### src/rtl/mem_port_arbiter.sv
// Single-port memory arbiter sharing one unified memory between fetch and data requesters.
// Data has strict priority; a watchdog completes stuck transactions; stall_cnt tracks fetch waits.
module mem_port_arbiter #(
  parameter int XLEN    = 64,
  parameter int TIMEOUT = 64,
  parameter int CNT_W   = 32
) (
  input  logic             clk,
  input  logic             rst,
  input  logic             i_req,
  input  logic [XLEN-1:0]  i_addr,
  output logic             i_ack,
  output logic [31:0]      i_rdata,
  input  logic             d_req,
  input  logic             d_we,
  input  logic [XLEN-1:0]  d_addr,
  input  logic [XLEN-1:0]  d_wdata,
  input  logic [7:0]       d_wstrb,
  output logic             d_ack,
  output logic [XLEN-1:0]  d_rdata,
  output logic             mem_req,
  output logic             mem_we,
  output logic [XLEN-1:0]  mem_addr,
  output logic [XLEN-1:0]  mem_wdata,
  output logic [7:0]       mem_wstrb,
  input  logic             mem_ack,
  input  logic [XLEN-1:0]  mem_rdata,
  output logic             err,
  output logic [CNT_W-1:0] stall_cnt
);

  localparam int WD_W = $clog2(TIMEOUT);

  typedef enum logic [1:0] {
    IDLE   = 2'd0,
    BUSY_I = 2'd1,
    BUSY_D = 2'd2
  } state_e;

  state_e           state_q, state_d;
  logic             mem_req_q, mem_req_d;
  logic             mem_we_q, mem_we_d;
  logic [XLEN-1:0]  mem_addr_q, mem_addr_d;
  logic [XLEN-1:0]  mem_wdata_q, mem_wdata_d;
  logic [7:0]       mem_wstrb_q, mem_wstrb_d;
  logic             sel_hi_q, sel_hi_d;
  logic [WD_W-1:0]  wd_q, wd_d;
  logic             err_q, err_d;
  logic [CNT_W-1:0] stall_cnt_q, stall_cnt_d;

  logic             busy_s;
  logic             timeout_s;
  logic             done_s;

  assign busy_s    = (state_q == BUSY_I) || (state_q == BUSY_D);
  assign timeout_s = busy_s && !mem_ack && (wd_q == WD_W'(TIMEOUT - 1));
  assign done_s    = busy_s && (mem_ack || timeout_s);

  // Acks and read data are gated by state; a watchdog completion returns zero data.
  assign i_ack   = (state_q == BUSY_I) && (mem_ack || timeout_s);
  assign d_ack   = (state_q == BUSY_D) && (mem_ack || timeout_s);
  assign i_rdata = ((state_q == BUSY_I) && mem_ack) ?
                   (sel_hi_q ? mem_rdata[63:32] : mem_rdata[31:0]) : 32'h0000_0000;
  assign d_rdata = ((state_q == BUSY_D) && mem_ack && !mem_we_q) ? mem_rdata : {XLEN{1'b0}};

  assign mem_req   = mem_req_q;
  assign mem_we    = mem_we_q;
  assign mem_addr  = mem_addr_q;
  assign mem_wdata = mem_wdata_q;
  assign mem_wstrb = mem_wstrb_q;
  assign err       = err_q;
  assign stall_cnt = stall_cnt_q;

  // Next-state and next-value logic for the arbiter FSM and its datapath registers.
  always_comb begin
    state_d     = state_q;
    mem_req_d   = mem_req_q;
    mem_we_d    = mem_we_q;
    mem_addr_d  = mem_addr_q;
    mem_wdata_d = mem_wdata_q;
    mem_wstrb_d = mem_wstrb_q;
    sel_hi_d    = sel_hi_q;
    wd_d        = wd_q;
    err_d       = err_q;
    case (state_q)
      IDLE: begin
        if (d_req) begin
          state_d     = BUSY_D;
          mem_req_d   = 1'b1;
          mem_we_d    = d_we;
          mem_addr_d  = {d_addr[XLEN-1:3], 3'b000};
          mem_wdata_d = d_wdata;
          mem_wstrb_d = d_we ? d_wstrb : 8'h00;
          wd_d        = {WD_W{1'b0}};
        end else if (i_req) begin
          state_d     = BUSY_I;
          mem_req_d   = 1'b1;
          mem_we_d    = 1'b0;
          mem_addr_d  = {i_addr[XLEN-1:3], 3'b000};
          mem_wdata_d = {XLEN{1'b0}};
          mem_wstrb_d = 8'h00;
          sel_hi_d    = i_addr[2];
          wd_d        = {WD_W{1'b0}};
        end else begin
          state_d = IDLE;
        end
      end
      BUSY_I, BUSY_D: begin
        if (done_s) begin
          state_d   = IDLE;
          mem_req_d = 1'b0;
          wd_d      = {WD_W{1'b0}};
          err_d     = err_q | timeout_s;
        end else begin
          wd_d = wd_q + WD_W'(1);
        end
      end
      default: begin
        state_d   = IDLE;
        mem_req_d = 1'b0;
        wd_d      = {WD_W{1'b0}};
      end
    endcase
  end

  // Stall counter: any cycle the fetch side is waiting, wrapping naturally.
  always_comb begin
    if (i_req && !i_ack) begin
      stall_cnt_d = stall_cnt_q + CNT_W'(1);
    end else begin
      stall_cnt_d = stall_cnt_q;
    end
  end

  // State and datapath registers with asynchronous active-low reset.
  always_ff @(posedge clk or negedge rst) begin
    if (!rst) begin
      state_q     <= IDLE;
      mem_req_q   <= 1'b0;
      mem_we_q    <= 1'b0;
      mem_addr_q  <= {XLEN{1'b0}};
      mem_wdata_q <= {XLEN{1'b0}};
      mem_wstrb_q <= 8'h00;
      sel_hi_q    <= 1'b0;
      wd_q        <= {WD_W{1'b0}};
      err_q       <= 1'b0;
      stall_cnt_q <= {CNT_W{1'b0}};
    end else begin
      state_q     <= state_d;
      mem_req_q   <= mem_req_d;
      mem_we_q    <= mem_we_d;
      mem_addr_q  <= mem_addr_d;
      mem_wdata_q <= mem_wdata_d;
      mem_wstrb_q <= mem_wstrb_d;
      sel_hi_q    <= sel_hi_d;
      wd_q        <= wd_d;
      err_q       <= err_d;
      stall_cnt_q <= stall_cnt_d;
    end
  end

endmodule

### config.mk
export PLATFORM = sky130hd
export DESIGN_NAME = mem_port_arbiter
export DESIGN_NICKNAME = d
export VERILOG_FILES = /design/src/rtl/mem_port_arbiter.sv
export SDC_FILE = /design/constraint.sdc
export NUM_CORES = 1
export LEC_CHECK = 0
export ABC_AREA = 1
export CAP_MARGIN = 20
export CORE_AREA = 3 3 210 212
export CTS_CLUSTER_SIZE = 24
export DETAILED_ROUTE_END_ITERATION = 8
export DIE_AREA = 0 0 213 215
export PLACE_DENSITY_LB_ADDON = 0.2
export SYNTH_ARGS = -nofsm -noshare
export SYNTH_HDL_FRONTEND = slang
export SYNTH_SLANG_ARGS = --single-unit
### constraint.sdc
create_clock -name clk -period 2.97 [get_ports clk]
set_clock_uncertainty 0.2 [all_clocks]
set_input_delay 0.297 -clock clk [delete_from_list [all_inputs] [get_ports clk]]
set_output_delay 0.297 -clock clk [all_outputs]
set_load 0.02 [all_outputs]
==> results.json, run 1 <==
{
  "fin_crit_ns": 2.83,
  "cts.clk_slew.worst_paths_ns": 0.08,
  "h-tree-depth": 4,
  "wl_per_cell_um": 16.1,
  "die_h_um": 215,
  "numCtsBuffers": 17,
  "critPathMaxFanout": 32,
  "p_per_area_nw_per_um2": 837,
  "finalPower_uw": 13200,
  "fin_crit_sh_pct": 95.3,
  "pwr-share-clk_pct": 17.5,
  "core_um2": 42100,
  "drive_gt1_share_pct": 5.24,
  "finalSetupViolCount": 0,
  "synth_cell_types": 34,
  "p_sw_uw": 5490,
  "first_pass_iters": 7,
  "ant_nets": 0,
  "final_hold_viol_count": 0,
  "drt_wl_total_um": 36000,
  "clk_latency_ns": 0.46,
  "overflow": 0,
  "rsz0062_at_grt": "no",
  "viasPerCell": 4.19,
  "ys_ff_latch": 177,
  "layout.nets": 1960,
  "cts_tree": "yes",
  "grt_antenna_before_repair": 0,
  "slew_viol_final": 0,
  "grt_pass1_vias": 9423,
  "vias": 9372,
  "internal_power_uw": 7750,
  "vdd_ir_drop_max_mv": 0.429,
  "grt_util_all_layers_pct": 15.4,
  "cap_viol_max_count": 0,
  "p_sw_share_pct": 41.5,
  "stdcell_count": 2237,
  "rows": 75,
  "relSlewSlack_pct": 54.4,
  "hpwlAfterDp_um": 27900,
  "place_congestion": 0.803,
  "required_ns": 2.47,
  "timing.hold.ws_ns": 0.0941,
  "max-clock-path-buffers": 2,
  "place_inst": 2204,
  "grt_max_degree": 87,
  "cts_setup_buffers": 0,
  "tns_ns": 0,
  "syn-cell-area_um2": 9240,
  "synth_seq_area_share_pct": 47.9,
  "clockRootBuffer": "clkbuf_16",
  "die-area_um2": 45800,
  "arrival_ns": 2.33,
  "start_util_pct": 21.9,
  "fmax_mhz": 353,
  "top_level_ports": 539,
  "worstReg2RegStart": "state_q[0]",
  "status": "completed",
  "drc": 0,
  "syn-instance-count": 1180,
  "cts_sinks": 177,
  "worstRegToRegCells": 11,
  "critical_path_class": "register to output port",
  "io_buffers": 530,
  "timing.rr.end": "stall_cnt[20]",
  "syn_to_final_growth_pct": 71.2,
  "yosys_warnings": 0,
  "antenna-diode-count": 0,
  "p_comb_share_pct": 51.5,
  "r2r_slack_ns": 0.89,
  "seqPwrFrac_pct": 31.0,
  "die_w_um": 213,
  "start_kind": "register",
  "holdCritPathClass": "primary input to async pin",
  "grt_pass1_wl_um": 54800,
  "worst_pin_slew_ns": 0.684,
  "p_leak_uw": 0.00753,
  "worstSetupEndpointType": "output port",
  "syn_area_per_cell_um2": 7.83,
  "drt_iter0_drc": 388
}
==> worst max path at each step <==
stage	depth (start not counted)	slack [ns]	end	start
6_report	6	0.14	i_rdata[1]	state_q[1]
5_1_grt	6	0.006	i_rdata[1]	state_q[1]
4_1_cts	6	0.01	i_rdata[17]	state_q[1]
3_5_place_dp	5	0.24	d_rdata[21]	mem_ack
3_3_place_gp	5	0.28	d_rdata[0]	mem_ack
2_1_floorplan	5	0.93	i_rdata[10]	state_q[1]
==> area by class of cell <==
cell class,count,area [um2]
multi-input cells,768,3840
inverters,170,646
well taps,539,674
fillers,4391,26300
clock inverters,15,168
clock buffers,17,425
flip-flops and latches,177,4430
repair buffers,551,5640
==> registers in the layout, indices dropped and copies added (netlist names) <==
register and cells:
sel_hi_q 1, mem_wdata 64, stall_cnt 32, mem_req 1, mem_wstrb 8, mem_addr 61, wd_q 6, err 1
state_q 2, mem_we 1
==> worst max-delay path, stage by stage, from the launching register on <==
cell,delay [ns]
dfrtp_1,0.39
inv_1,0.08
ha_1,0.20
nand2_1,0.06
buf_4,0.24
a211oi_1,0.25
clkdlybuf4s50_1,0.64
==> cells in the final DEF (no fill, tap or decap), types with 2 or more instances in the layout <==
master / netlist / final
inv_2: 3 / 2
inv_8: 0 / 3
xor2_1: 8 / 8
clkinv_8: 0 / 2
clkinvlp_4: 0 / 3
clkdlybuf4s50_1: 0 / 495
nand2_4: 2 / 2
nand2_1: 306 / 306
buf_12: 0 / 8
nor2_1: 147 / 147
nand3_2: 4 / 4
nor2_2: 7 / 7
clkbuf_16: 0 / 17
o21ai_2: 6 / 6
clkinv_4: 0 / 2
dlygate4sd2_1: 0 / 2
inv_1: 165 / 165
ha_1: 5 / 5
nand2_2: 5 / 5
a22o_1: 64 / 64
nor2_4: 2 / 2
buf_4: 6 / 13
inv_6: 0 / 4
a211oi_1: 32 / 32
o21ai_1: 15 / 15
dlymetal6s2s_1: 0 / 31
dfrtp_1: 177 / 176
nand3_1: 22 / 21
xnor2_1: 7 / 7
o21ai_0: 119 / 119
conb_1: 1 / 3
a32o_1: 8 / 8
==> routing by layer <==
| layer | global-route usage, % | wire [um] | vias up |
|---|---|---|---|
| met5 | 0 | 0 | - |
| met3 | 5.61 | 3070 | 23 |
| li1 | - | - | 4747 |
| met1 | 17.5 | 14300 | 4294 |
| met4 | 3.33 | 405 | 0 |
| met2 | 27.6 | 18200 | 308 |
==> cells by family (layout without fill, tap and decap cells) <==
group | Yosys count | count (layout) | synth area share [%]
AOI/OAI and AO/OA | 247 | 247 | 17.6
xor gates and xnor gates | 15 | 15 | 1.42
adders and majority gates | 5 | 5 | 0.677
buffers and inverters | 237 | 753 | 10.7
DFF | 177 | 177 | 47.9
muxes | 1 | 1 | 0.122
other | 1 | 3 | 0.0406
and+or+nand+nor | 497 | 497 | 21.5
==> cells in the mapped netlist <==
cell type / count / share of area, %
a21oi_2: 1 / 0.095
inv_2: 3 / 0.12
conb_1: 1 / 0.041
a211oi_1: 32 / 2.6
nand2_1: 306 / 12
nand2_4: 2 / 0.24
nand2_2: 5 / 0.34
a32o_1: 8 / 0.87
ha_1: 5 / 0.68
o21ai_2: 6 / 0.57
clkbuf_1: 24 / 0.97
clkinv_1: 1 / 0.041
buf_1: 1 / 0.041
nor3_1: 1 / 0.054
a22o_1: 64 / 6.1
nor2_4: 2 / 0.24
nor2_1: 147 / 6.0
nand3_1: 22 / 1.2
inv_4: 1 / 0.068
buf_6: 5 / 0.61
nand3_2: 4 / 0.43
nor3b_2: 1 / 0.14
xnor2_1: 7 / 0.66
buf_2: 31 / 1.7
mux2_2: 1 / 0.12
a21boi_0: 1 / 0.081
o21ai_1: 15 / 0.81
xor2_1: 8 / 0.76
a21oi_1: 1 / 0.054
nor2_2: 7 / 0.47
dfrtp_1: 177 / 48
o21ai_0: 119 / 6.4
inv_1: 165 / 6.7
buf_4: 6 / 0.49
==> power by group through the flow <==
stage                     clock network, uW  logic [uW]  registers, uW
after CTS                              2400        6970           4120
final                                  2310        6820           4110
after floorplan                           0        2210           5230
after global routing                   2500        7350           4280
after global placement                    0        6920           4110
after detailed placement                  0        6940           4120
==> stage by stage <==
stage | cell area, um2 | utilization (%) | setup slack, ns
after floorplan | 9250 | - | 0.933
after global placement | 15100 | 35.9 | 0.280
after detailed placement | 15100 | 35.9 | 0.244
after CTS | 15800 | 37.4 | 0.0130
after global routing | 15800 | 37.6 | 0.00577
final | 15800 | 37.6 | 0.139
==> timing repair <==
action                                  CTS  global route
hold endpoints to repair                177             0
hold buffers                              1             0
gates resized for setup                   3            31
endpoints found under the setup margin   38            31
No activity file was read; power rests on OpenSTA's default activity.
==> run 2: changes to the inputs <==
--- a/config.mk
+++ b/config.mk
@@ -11,6 +11,7 @@
 export CTS_CLUSTER_SIZE = 24
 export DETAILED_ROUTE_END_ITERATION = 8
 export DIE_AREA = 0 0 213 215
+export GPL_TIMING_DRIVEN = 1
 export PLACE_DENSITY_LB_ADDON = 0.2
 export SYNTH_ARGS = -nofsm -noshare
 export SYNTH_HDL_FRONTEND = slang
==> results of run 2 <==
No change in the layout: final DEF, timing and power equal those of run 1.
==> run 3: changes to the inputs <==
--- a/config.mk
+++ b/config.mk
@@ -7,12 +7,15 @@
 export LEC_CHECK = 0
 export ABC_AREA = 1
 export CAP_MARGIN = 20
-export CORE_AREA = 3 3 210 212
+export CELL_PAD_IN_SITES_DETAIL_PLACEMENT = 0
+export CELL_PAD_IN_SITES_GLOBAL_PLACEMENT = 1
+export CORE_AREA = 3 3 209 211
 export CTS_CLUSTER_SIZE = 24
 export DETAILED_ROUTE_END_ITERATION = 8
-export DIE_AREA = 0 0 213 215
+export DIE_AREA = 0 0 212 214
 export GPL_TIMING_DRIVEN = 1
 export PLACE_DENSITY_LB_ADDON = 0.2
+export SLEW_MARGIN = 20
 export SYNTH_ARGS = -nofsm -noshare
 export SYNTH_HDL_FRONTEND = slang
 export SYNTH_SLANG_ARGS = --single-unit
==> results.json, run 3 (synthesis gave the netlist of run 1 again) <==
{
  "die_w_um": 212,
  "dp_slack_ns": 0.320,
  "p_sw_share_pct": 42.0,
  "rsz0062_at_grt": "no",
  "vias": 9335,
  "h-tree-depth": 4,
  "cap_viol_max_count": 0,
  "mostFrequentLayoutCells": "clkdlybuf4s50_1, nand2_1, dfrtp_1",
  "status": "completed",
  "finalSetupViolCount": 0,
  "max-clock-path-buffers": 2,
  "mostFrequentLayoutCell": "clkdlybuf4s50_1",
  "p_sw_uw": 5520,
  "pwr-share-clk_pct": 17.4,
  "die_h_um": 214,
  "tns_ns": 0,
  "p_comb_share_pct": 51.7,
  "start_kind": "register",
  "place_inst": 2199,
  "wl_per_cell_um": 16.9,
  "cts.clk_slew.worst_paths_ns": 0.08,
  "drive_gt1_share_pct": 4.96,
  "crit_family": "buffers and inverters",
  "grt_util_all_layers_pct": 16.3,
  "die-area_um2": 45400,
  "critPathMaxFanout": 5,
  "rows": 75,
  "cts_sinks": 177,
  "hpwlAfterDp_um": 28500,
  "fin_crit_ns": 2.82,
  "ant_nets": 0,
  "drc": 0,
  "fin_crit_sh_pct": 94.9,
  "internal_power_uw": 7640,
  "start_util_pct": 22.0,
  "layout.nets": 1956,
  "syn_to_final_growth_pct": 69.9,
  "finalPower_uw": 13200,
  "path_cells": "inv_1, ha_1, nand2_1, nor2_1, nand2_2, nand2_2, nand2_4, inv_1, clkdlybuf4s50_1",
  "final_hold_viol_count": 0,
  "fmax_mhz": 355,
  "overflow": 0,
  "p_per_area_nw_per_um2": 838,
  "required_ns": 2.47,
  "grt_pass1_wl_um": 56300,
  "stdcell_count": 2233,
  "drt_wl_total_um": 37700,
  "cts_setup_buffers": 0,
  "worst-path-buf-inv": 3,
  "top_level_ports": 539,
  "vdd_ir_drop_max_mv": 0.494,
  "drt_iter0_drc": 515,
  "arrival_ns": 2.32,
  "seqPwrFrac_pct": 30.9,
  "cp_slowest_cell": "clkdlybuf4s50_1",
  "core_um2": 41900,
  "grt_pass1_vias": 9268,
  "cp_slowest_stage_delay_ns": 0.61,
  "largest_register_ffs": 64,
  "cts_tree": "yes",
  "antenna-diode-count": 0,
  "holdCritPathClass": "primary input to async pin",
  "worst_pin_slew_ns": 0.659,
  "worstSetupEndpointType": "output port",
  "io_buffers": 530,
  "slew_viol_final": 0,
  "clk_latency_ns": 0.47,
  "clockRootBuffer": "clkbuf_16",
  "first_pass_iters": 5,
  "p_leak_uw": 0.00727,
  "viasPerCell": 4.18,
  "grt_antenna_before_repair": 0,
  "grt_max_degree": 123,
  "relSlewSlack_pct": 56.1,
  "numCtsBuffers": 17,
  "setup_ws_ns": 0.150,
  "place_congestion": 0.765,
  "critical_path_class": "register to output port"
}
run 3: timing repair:
action | CTS | global route
hold endpoints to repair | 69 | 0
hold buffers | 2 | 0
endpoints found under the setup margin | 19 | 14
gates resized for setup | 19 | 14
run 3: stage by stage:
stage               util (%)  cell area, um2  hold WS [ns]
global route            37.4           15700         0.187
global placement        36.0           15100         0.164
finish                  37.4           15700         0.184
CTS                     37.4           15700         0.175
detailed placement      36.0           15100         0.173
floorplan                  -            9250        -0.199
run 3: metal layers:
layer,share of wire [%],vias up,GRT usage (%)
met4,1.1,0,4.38
met3,8.5,20,6.30
met5,0,-,0
li1,-,4741,-
met1,40,4277,18.5
met2,50,297,28.4
run 3: worst paths after layout:
check                                 start            end  slack [ns]  cells past startpoint
worst max register to register   state_q[0]   mem_wdata[0]        0.89                      7
min in group clk                d_wdata[31]  mem_wdata[31]        0.22                      2
max in group asynchronous               rst   mem_wdata[4]        1.56                      3
worst min-delay path                    rst  stall_cnt[28]        0.18                      2
worst min register to register          err            err        0.27                      2
worst max-delay path             state_q[0]          i_ack        0.15                      9
run 3: final cells by class:
type | count | area (um2)
tap | 539 | 674
multi-input combinational | 768 | 3830
inverter | 170 | 646
clock buffer | 18 | 439
sequential | 177 | 4430
timing repair buffer | 547 | 5540
fill | 4399 | 26200
clock inverter | 14 | 143
run 3: power by group through the flow:
stage                     Combinational (uW)  Clock, uW  Sequential (uW)
after global routing                    7310       2470             4220
after CTS                               6940       2400             4070
after floorplan                         2210          0             5230
final                                   6800       2290             4070
after global placement                  6950          0             4060
after detailed placement                6950          0             4070
